## src/rtl/ifetch_pkg.sv

```systemverilog
// ifetch_pkg: shared types and default constants for the instruction fetch stage.
//   fetch_state_e : fetch controller states (IDLE after reset, FETCH, DISCARD)
//   DefAddrW      : default PC / instruction-memory address width
//   DefInstrW     : default instruction word width
//   DefDepth      : default fetch FIFO depth
//   DefResetPc    : PC value loaded after reset
package ifetch_pkg;

  localparam int unsigned DefAddrW   = 8;
  localparam int unsigned DefInstrW  = 16;
  localparam int unsigned DefDepth   = 2;
  localparam logic [7:0]  DefResetPc = 8'h00;

  typedef enum logic [1:0] {
    IDLE,
    FETCH,
    DISCARD
  } fetch_state_e;

endpackage

```

## src/rtl/instr_fifo.sv

```systemverilog
// instr_fifo: DEPTH-entry synchronous FIFO holding packed {instr, pc} fetch entries.
//   clk_i / rst_ni : clock, asynchronous active-low reset
//   push_i         : write data_i at the tail (ignored when full)
//   pop_i          : drop the head entry (ignored when empty)
//   flush_i        : empty the FIFO at the next edge; wins over push_i and pop_i
//   data_i         : entry to write
//   data_o         : head entry (valid when !empty_o)
//   full_o/empty_o : occupancy flags, derived from registered count only
module instr_fifo #(
  parameter int unsigned DEPTH = 2,
  parameter int unsigned WIDTH = 24
) (
  input  logic             clk_i,
  input  logic             rst_ni,
  input  logic             push_i,
  input  logic             pop_i,
  input  logic             flush_i,
  input  logic [WIDTH-1:0] data_i,
  output logic [WIDTH-1:0] data_o,
  output logic             full_o,
  output logic             empty_o
);

  localparam int unsigned PtrW = $clog2(DEPTH);

  logic [WIDTH-1:0] mem_q [DEPTH];
  logic [PtrW-1:0]  wr_ptr_q, wr_ptr_d;
  logic [PtrW-1:0]  rd_ptr_q, rd_ptr_d;
  logic [PtrW:0]    count_q, count_d;
  logic             do_push, do_pop;

  assign full_o  = (count_q == (PtrW + 1)'(DEPTH));
  assign empty_o = (count_q == '0);
  assign data_o  = mem_q[rd_ptr_q];

  assign do_push = push_i & ~full_o & ~flush_i;
  assign do_pop  = pop_i & ~empty_o & ~flush_i;

  always_comb begin
    wr_ptr_d = wr_ptr_q;
    rd_ptr_d = rd_ptr_q;
    count_d  = count_q;
    if (flush_i) begin
      wr_ptr_d = '0;
      rd_ptr_d = '0;
      count_d  = '0;
    end else begin
      // DEPTH is a power of two, so pointers wrap naturally.
      if (do_push) wr_ptr_d = wr_ptr_q + PtrW'(1);
      if (do_pop)  rd_ptr_d = rd_ptr_q + PtrW'(1);
      count_d = count_q + (PtrW + 1)'(do_push) - (PtrW + 1)'(do_pop);
    end
  end

  always_ff @(posedge clk_i or negedge rst_ni) begin
    if (!rst_ni) begin
      wr_ptr_q <= '0;
      rd_ptr_q <= '0;
      count_q  <= '0;
    end else begin
      wr_ptr_q <= wr_ptr_d;
      rd_ptr_q <= rd_ptr_d;
      count_q  <= count_d;
    end
  end

  // Storage needs no reset: entries are only visible once count says so.
  always_ff @(posedge clk_i) begin
    if (do_push) mem_q[wr_ptr_q] <= data_i;
  end

endmodule

```

## src/rtl/ifetch_unit.sv

```systemverilog
// ifetch_unit: instruction fetch stage between the PC register and decode.
//   clk, rst_n            : clock shared with the PC register, async active-low reset
//   pc_in / pc_next       : PC register output / next-value input (hold, +1 or redirect)
//   imem_req/addr/ack/rdata : instruction-memory handshake; ack is a one-cycle pulse
//                           with rdata valid in the same cycle
//   redirect_valid/pc     : one-cycle branch/jump redirect; flushes buffered fetches
//   instr_valid/ready/data/pc : FIFO head towards decode
module ifetch_unit
  import ifetch_pkg::*;
#(
  parameter int unsigned        ADDR_W   = DefAddrW,
  parameter int unsigned        INSTR_W  = DefInstrW,
  parameter int unsigned        DEPTH    = DefDepth,
  parameter logic [ADDR_W-1:0]  RESET_PC = ADDR_W'(DefResetPc)
) (
  input  logic               clk,
  input  logic               rst_n,
  input  logic [ADDR_W-1:0]  pc_in,
  output logic [ADDR_W-1:0]  pc_next,
  output logic               imem_req,
  output logic [ADDR_W-1:0]  imem_addr,
  input  logic               imem_ack,
  input  logic [INSTR_W-1:0] imem_rdata,
  input  logic               redirect_valid,
  input  logic [ADDR_W-1:0]  redirect_pc,
  output logic               instr_valid,
  input  logic               instr_ready,
  output logic [INSTR_W-1:0] instr_data,
  output logic [ADDR_W-1:0]  instr_pc
);

  localparam int unsigned EntryW = INSTR_W + ADDR_W;

  fetch_state_e       state_q, state_d;
  logic [ADDR_W-1:0]  abandon_q, abandon_d;
  logic               fifo_full, fifo_empty;
  logic               ack_fire, redirect_act;
  logic               push, pop, flush;
  logic [EntryW-1:0]  head;

  assign ack_fire     = imem_req & imem_ack;
  assign redirect_act = redirect_valid & (state_q != IDLE);

  // Ack data is kept only in FETCH and only when no redirect squashes it.
  assign push  = (state_q == FETCH) & ack_fire & ~redirect_act;
  assign pop   = instr_valid & instr_ready;
  assign flush = redirect_act;

  instr_fifo #(
    .DEPTH (DEPTH),
    .WIDTH (EntryW)
  ) u_fifo (
    .clk_i   (clk),
    .rst_ni  (rst_n),
    .push_i  (push),
    .pop_i   (pop),
    .flush_i (flush),
    .data_i  ({imem_rdata, imem_addr}),
    .data_o  (head),
    .full_o  (fifo_full),
    .empty_o (fifo_empty)
  );

  assign instr_valid = ~fifo_empty;
  assign instr_data  = head[EntryW-1:ADDR_W];
  assign instr_pc    = head[ADDR_W-1:0];

  // State register.
  always_ff @(posedge clk or negedge rst_n) begin
    if (!rst_n) begin
      state_q   <= IDLE;
      abandon_q <= RESET_PC;
    end else begin
      state_q   <= state_d;
      abandon_q <= abandon_d;
    end
  end

  // Next-state logic.
  always_comb begin
    state_d   = state_q;
    abandon_d = abandon_q;
    unique case (state_q)
      IDLE: state_d = FETCH;
      FETCH, DISCARD: begin
        if (redirect_valid) begin
          // An outstanding request cannot be withdrawn; wait out its ack.
          state_d = (imem_req && !imem_ack) ? DISCARD : FETCH;
          if (state_q == FETCH) abandon_d = imem_addr;
        end else if (state_q == DISCARD && ack_fire) begin
          state_d = FETCH;
        end
      end
      default: state_d = IDLE;
    endcase
  end

  // Output logic: request side depends on registered state and FIFO count only.
  always_comb begin
    imem_req  = 1'b0;
    imem_addr = RESET_PC;
    unique case (state_q)
      IDLE: begin
        imem_req  = 1'b0;
        imem_addr = RESET_PC;
      end
      FETCH: begin
        imem_req  = ~fifo_full;
        imem_addr = pc_in;
      end
      DISCARD: begin
        imem_req  = 1'b1;
        imem_addr = abandon_q;
      end
      default: begin
        imem_req  = 1'b0;
        imem_addr = RESET_PC;
      end
    endcase
  end

  // PC loop: redirect beats advance, which beats hold.
  always_comb begin
    pc_next = pc_in;
    if (state_q == IDLE) begin
      pc_next = RESET_PC;
    end else if (redirect_valid) begin
      pc_next = redirect_pc;
    end else if (push) begin
      pc_next = pc_in + ADDR_W'(1);
    end
  end

endmodule

```

## config.mk

```make
export PLATFORM = sky130hd
export DESIGN_NAME = ifetch_unit
export DESIGN_NICKNAME = d
export VERILOG_FILES = /design/src/rtl/ifetch_pkg.sv /design/src/rtl/instr_fifo.sv /design/src/rtl/ifetch_unit.sv
export SDC_FILE = /design/constraint.sdc
export NUM_CORES = 1
export LEC_CHECK = 0
export ABC_CLOCK_PERIOD_IN_PS = 3750
export CAP_MARGIN = 40
export CORE_UTILIZATION = 40
export CTS_BUF_LIST = sky130_fd_sc_hd__clkbuf_16
export DETAILED_ROUTE_END_ITERATION = 10
export PLACE_DENSITY = 0.79
export SLEW_MARGIN = 5
export SYNTH_ARGS = -nofsm -noshare
export SYNTH_HDL_FRONTEND = slang
export SYNTH_SLANG_ARGS = --single-unit
```

## constraint.sdc

```tcl
create_clock -name clk -period 3.75 [get_ports clk]
set_input_delay 0.9375 -clock clk [delete_from_list [all_inputs] [get_ports clk]]
set_output_delay 0.9375 -clock clk [all_outputs]
set_load 0.02 [all_outputs]
```

==> flow_summary.html <==
<table>
<tr><th>Metric</th><th>Value</th></tr>
<tr><th colspan="2">Power</th></tr>
<tr><td>Clock network fraction of design power</td><td>0.251</td></tr>
<tr><td>Pwr Total</td><td>about 0.0030 W</td></tr>
<tr><td>Leak pwr</td><td>1.57 nW</td></tr>
<tr><td>Gate power share</td><td>0.430</td></tr>
<tr><td>Relative contribution of sequential cells to total power</td><td>0.319</td></tr>
<tr><td>Internal power</td><td>0.00201 W</td></tr>
<tr><td>Switching share of power</td><td>0.338</td></tr>
<tr><td>Worst vdd ir</td><td>around 370 uV</td></tr>
<tr><td>Pwr/cell area</td><td>between 700 and 800 mW/mm^2</td></tr>
<tr><td>Reported net switching power</td><td>between 0.001 and 0.0015 W</td></tr>
<tr><th colspan="2">STA</th></tr>
<tr><td>Slew of the pin with the lowest slew margin</td><td>0.665 ns</td></tr>
<tr><td>Unrepaired setup endpoints after global routing</td><td>no</td></tr>
<tr><td>Hold violation count in the final report</td><td>0</td></tr>
<tr><td>Setup-violating endpoint count in the final report</td><td>0</td></tr>
<tr><td>Max-slew headroom</td><td>0.555</td></tr>
<tr><td>Max Clock Skew</td><td>0.00404 ns</td></tr>
<tr><td>Share of the clock period used by the worst path after layout</td><td>0.974</td></tr>
<tr><td>Hold slack final</td><td>0.506 ns</td></tr>
<tr><td>Number of max-slew violations in the final report</td><td>0</td></tr>
<tr><td>Final min period</td><td>3.65 ns</td></tr>
<tr><td>Summed negative setup slack over all endpoints</td><td>0 ns</td></tr>
<tr><td>Fmax achieved</td><td>about 270 MHz</td></tr>
<tr><th colspan="2">Clocking</th></tr>
<tr><td>Insertion delay to the later sink of the worst-skew pair</td><td>0.31 ns</td></tr>
<tr><td>Inserted Clock Buffers</td><td>9</td></tr>
<tr><td>Buffer type at the clock tree root</td><td>clkbuf_16</td></tr>
<tr><td>Count of hold buffers inserted by post-cts repair</td><td>0</td></tr>
<tr><td>Clock Sink Count</td><td>62</td></tr>
<tr><td>Clock Path Buffers</td><td>2</td></tr>
<tr><td>Number of setup buffers added after CTS</td><td>0</td></tr>
<tr><td>Clock tree from TritonCTS</td><td>built</td></tr>
<tr><td>CTS clock-pin slew for the worst setup and hold paths</td><td>0.05 ns</td></tr>
<tr><td>Number of H-tree levels</td><td>3</td></tr>
<tr><th colspan="2">Placed design</th></tr>
<tr><td>Buffers on Ports</td><td>78</td></tr>
<tr><td>Post-placement cell count</td><td>385</td></tr>
<tr><td>Hpwl dp</td><td>4.22 mm</td></tr>
<tr><td>RePlAce Congestion</td><td>just under 0.9</td></tr>
<tr><th colspan="2">Setup path</th></tr>
<tr><td>Setup slack of the most critical reg-to-reg path</td><td>1.43 ns</td></tr>
<tr><td>Required time of the critical path</td><td>2.81 ns</td></tr>
<tr><td>CP endpoint kind</td><td>primary output</td></tr>
<tr><td>Path type of the worst setup path</td><td>input pin to primary output</td></tr>
<tr><td>Crit path DAT</td><td>2.71 ns</td></tr>
<tr><td>Startpoint class of the critical path</td><td>input pin</td></tr>
<tr><td>Largest fanout on the critical path</td><td>2</td></tr>
<tr><td>Start point of the critical path</td><td>pc_in[1]</td></tr>
<tr><td>Startpoint of the lowest-slack register-to-register path</td><td>state_q[0]</td></tr>
<tr><th colspan="2">Logic synthesis</th></tr>
<tr><td>Asr flop ratio synth</td><td>0.226</td></tr>
<tr><td>Number of synthesized flops with an enable pin</td><td>48</td></tr>
<tr><td>Synthesized area divided by synthesized cell count</td><td>14.0 sq um</td></tr>
<tr><td>Post-Syn Nets</td><td>248</td></tr>
<tr><td>Total of flip-flops plus latches after synthesis</td><td>62</td></tr>
<tr><td>Sequential share of the synthesized area</td><td>0.627</td></tr>
<tr><td>Number of warning messages in the yosys log</td><td>0</td></tr>
<tr><td>Portion of synthesized cell area occupied by the leading cell type</td><td>0.504</td></tr>
<tr><td>Number of standard cells after synthesis</td><td>204</td></tr>
<tr><td>Number of distinct library cells after synthesis</td><td>37</td></tr>
<tr><td>Largest area contributor in the synthesized netlist</td><td>edfxtp_1</td></tr>
<tr><td>Most used DFF post-synth</td><td>edfxtp_1</td></tr>
<tr><td>Leading post-synthesis cells by cell area</td><td>edfxtp_1 50%, mux2_2 13%, dfrtp_1 12%, ha_1 3.1%, nor2_1 2.5%</td></tr>
<tr><td>Mapped cell area</td><td>0.00286 sq mm</td></tr>
<tr><th colspan="2">Routing</th></tr>
<tr><td>Via density</td><td>4.98</td></tr>
<tr><td>Vias after detailed routing</td><td>about 2000</td></tr>
<tr><td>Final routed wire length divided by cell count</td><td>~15 um</td></tr>
<tr><td>Initial detailed-routing violation count</td><td>130</td></tr>
<tr><td>Routed WL</td><td>6.05 mm</td></tr>
<tr><td>Drt pass-1 iters</td><td>4</td></tr>
<tr><td>Number of DRC violations after detailed routing</td><td>0</td></tr>
<tr><td>Antenna-violating nets left</td><td>0</td></tr>
<tr><th colspan="2">Global routing</th></tr>
<tr><td>Overflow left after global routing</td><td>0</td></tr>
<tr><td>Largest net degree at the start of global routing</td><td>25</td></tr>
<tr><td>First-pass GRT wire length</td><td>9.72 mm</td></tr>
<tr><td>Number of global-route vias before repair</td><td>2012</td></tr>
<tr><td>Antenna violations before repair</td><td>0</td></tr>
<tr><td>Combined global-route utilization of all metal layers</td><td>0.173</td></tr>
<tr><th colspan="2">Final layout</th></tr>
<tr><td>Antenna cells</td><td>0</td></tr>
<tr><td>Post-layout util</td><td>0.607</td></tr>
<tr><td>Filler cells</td><td>552</td></tr>
<tr><td>Nets</td><td>between 300 and 400</td></tr>
<tr><td>Most used cells in the layout excluding fill and tap cells</td><td>71 x clkdlybuf4s50_1, 48 x edfxtp_1, 32 x mux2_2, 19 x nor2_1, 17 x buf_4</td></tr>
<tr><td>Commonest non-fill, non-tap cell in the layout</td><td>clkdlybuf4s50_1</td></tr>
<tr><td>Area added between synthesis and finish</td><td>45.0%</td></tr>
<tr><td>Final standard cell count with taps included and fillers excluded</td><td>401</td></tr>
<tr><td>Layout cell share with drive strength beyond 1</td><td>0.233</td></tr>
<tr><th colspan="2">Die</th></tr>
<tr><td>Top-level port count</td><td>79</td></tr>
<tr><td>Site Rows</td><td>30</td></tr>
<tr><td>Initial Utilization</td><td>0.418</td></tr>
<tr><td>Die height</td><td>86.5 um</td></tr>
<tr><td>Die width</td><td>86.5 um</td></tr>
<tr><td>Full die area</td><td>0.00749 sq mm</td></tr>
<tr><td>Core region area</td><td>0.00683 sq mm</td></tr>
<tr><th colspan="2">Hold path</th></tr>
<tr><td>Type of the tightest min-delay check</td><td>flip-flop to flip-flop</td></tr>
<tr><td>Hold path startpoint</td><td>abandon_q[5]</td></tr>
<tr><th colspan="2">Outcome</th></tr>
<tr><td>Result of the run</td><td>complete, no violations</td></tr>
<tr><th colspan="2">Flow run</th></tr>
<tr><td>Max_cap viols</td><td>0</td></tr>
</table>
cell usage after synthesis (3+ instances only):
cell      instances
a22oi_1           8
nor3_1            3
a211oi_1          3
edfxtp_1         48
nand2_1           8
clkbuf_1          3
xnor2_1           7
o21bai_1          3
a21oi_1           6
ha_1              7
dfrtp_1          14
inv_1             7
mux2_2           32
nor2_1           19
nor4_1            4
buf_2             6
stage by stage:
stage,instance area (sq um),setup slack (ns)
floorplan,2870,0.529
global placement,3850,-0.0453
detailed placement,3850,-0.0642
CTS,4140,0.00781
global route,4150,0.0133
finish,4150,0.0991
sequential cells by signal, summed over array words and instances, names as in the netlist:
name / count
u_fifo.count_q: 2
u_fifo.mem_q: 48
state_q: 2
u_fifo.wr_ptr_q: 1
u_fifo.rd_ptr_q: 1
abandon_q: 8
cell families (layout without fill, tap and decap cells):
family / Yosys count / count (layout) / share of synthesized area
simple gates: 49 / 49 / 0.0941
flops: 62 / 62 / 0.627
compound gates: 28 / 28 / 0.0687
mux: 32 / 32 / 0.126
xor+xnor: 9 / 9 / 0.0276
buf+inv: 17 / 118 / 0.0263
fa+ha+maj: 7 / 7 / 0.0306
power groups by stage:
stage,Combinational [W],Clock (W),Sequential [W]
after floorplan,0.000812,0,0.000962
after global placement,0.00131,0,0.000975
after detailed placement,0.00133,0,0.000984
after CTS,0.00132,0.000785,0.000973
after global routing,0.00141,0.000809,0.000988
final,0.00131,0.000764,0.000972
cell type report:
class | count | area [sq um] | share of cell area
clock inverters | 7 | 57.6 | 0.0139
well taps | 96 | 120 | 0.0290
clock buffers | 9 | 225 | 0.0543
flip-flops and latches | 62 | 1790 | 0.432
inverters | 7 | 30.0 | 0.00724
multi-input cells | 125 | 1010 | 0.244
repair buffers | 95 | 907 | 0.219
worst max-delay path: stages:
cell	delay [ns]
clkdlybuf4s50_1	0.50
ha_1	0.15
nand4_1	0.14
nor3_2	0.19
o311a_1	0.18
clkdlybuf4s50_1	0.62
layer usage:
| metal | up-vias | global-route usage | wire, um |
|---|---|---|---|
| li1 | 961 | - | - |
| met3 | 4 | 0.0524 | 271 |
| met2 | 53 | 0.290 | 3140 |
| met1 | 980 | 0.217 | 2610 |
| met4 | 0 | 0.0545 | 34 |
| met5 | - | 0 | 0 |
timing repair:
| action | CTS | global route |
|---|---|---|
| setup endpoints to repair | 6 | 3 |
| resized for setup | 6 | 3 |
| pin swaps | 0 | 1 |
| hold endpoints to repair | 0 | 0 |
final timing paths:
path	end	cells after the start
min in group asynchronous	abandon_q[1]	1
max in group asynchronous	abandon_q[3]	1
min	abandon_q[5]	1
max reg2reg	u_fifo.mem_q[1][4]	7
min reg2reg	abandon_q[5]	1
max	pc_next[6]	6
(Power assumes the default switching activity.)
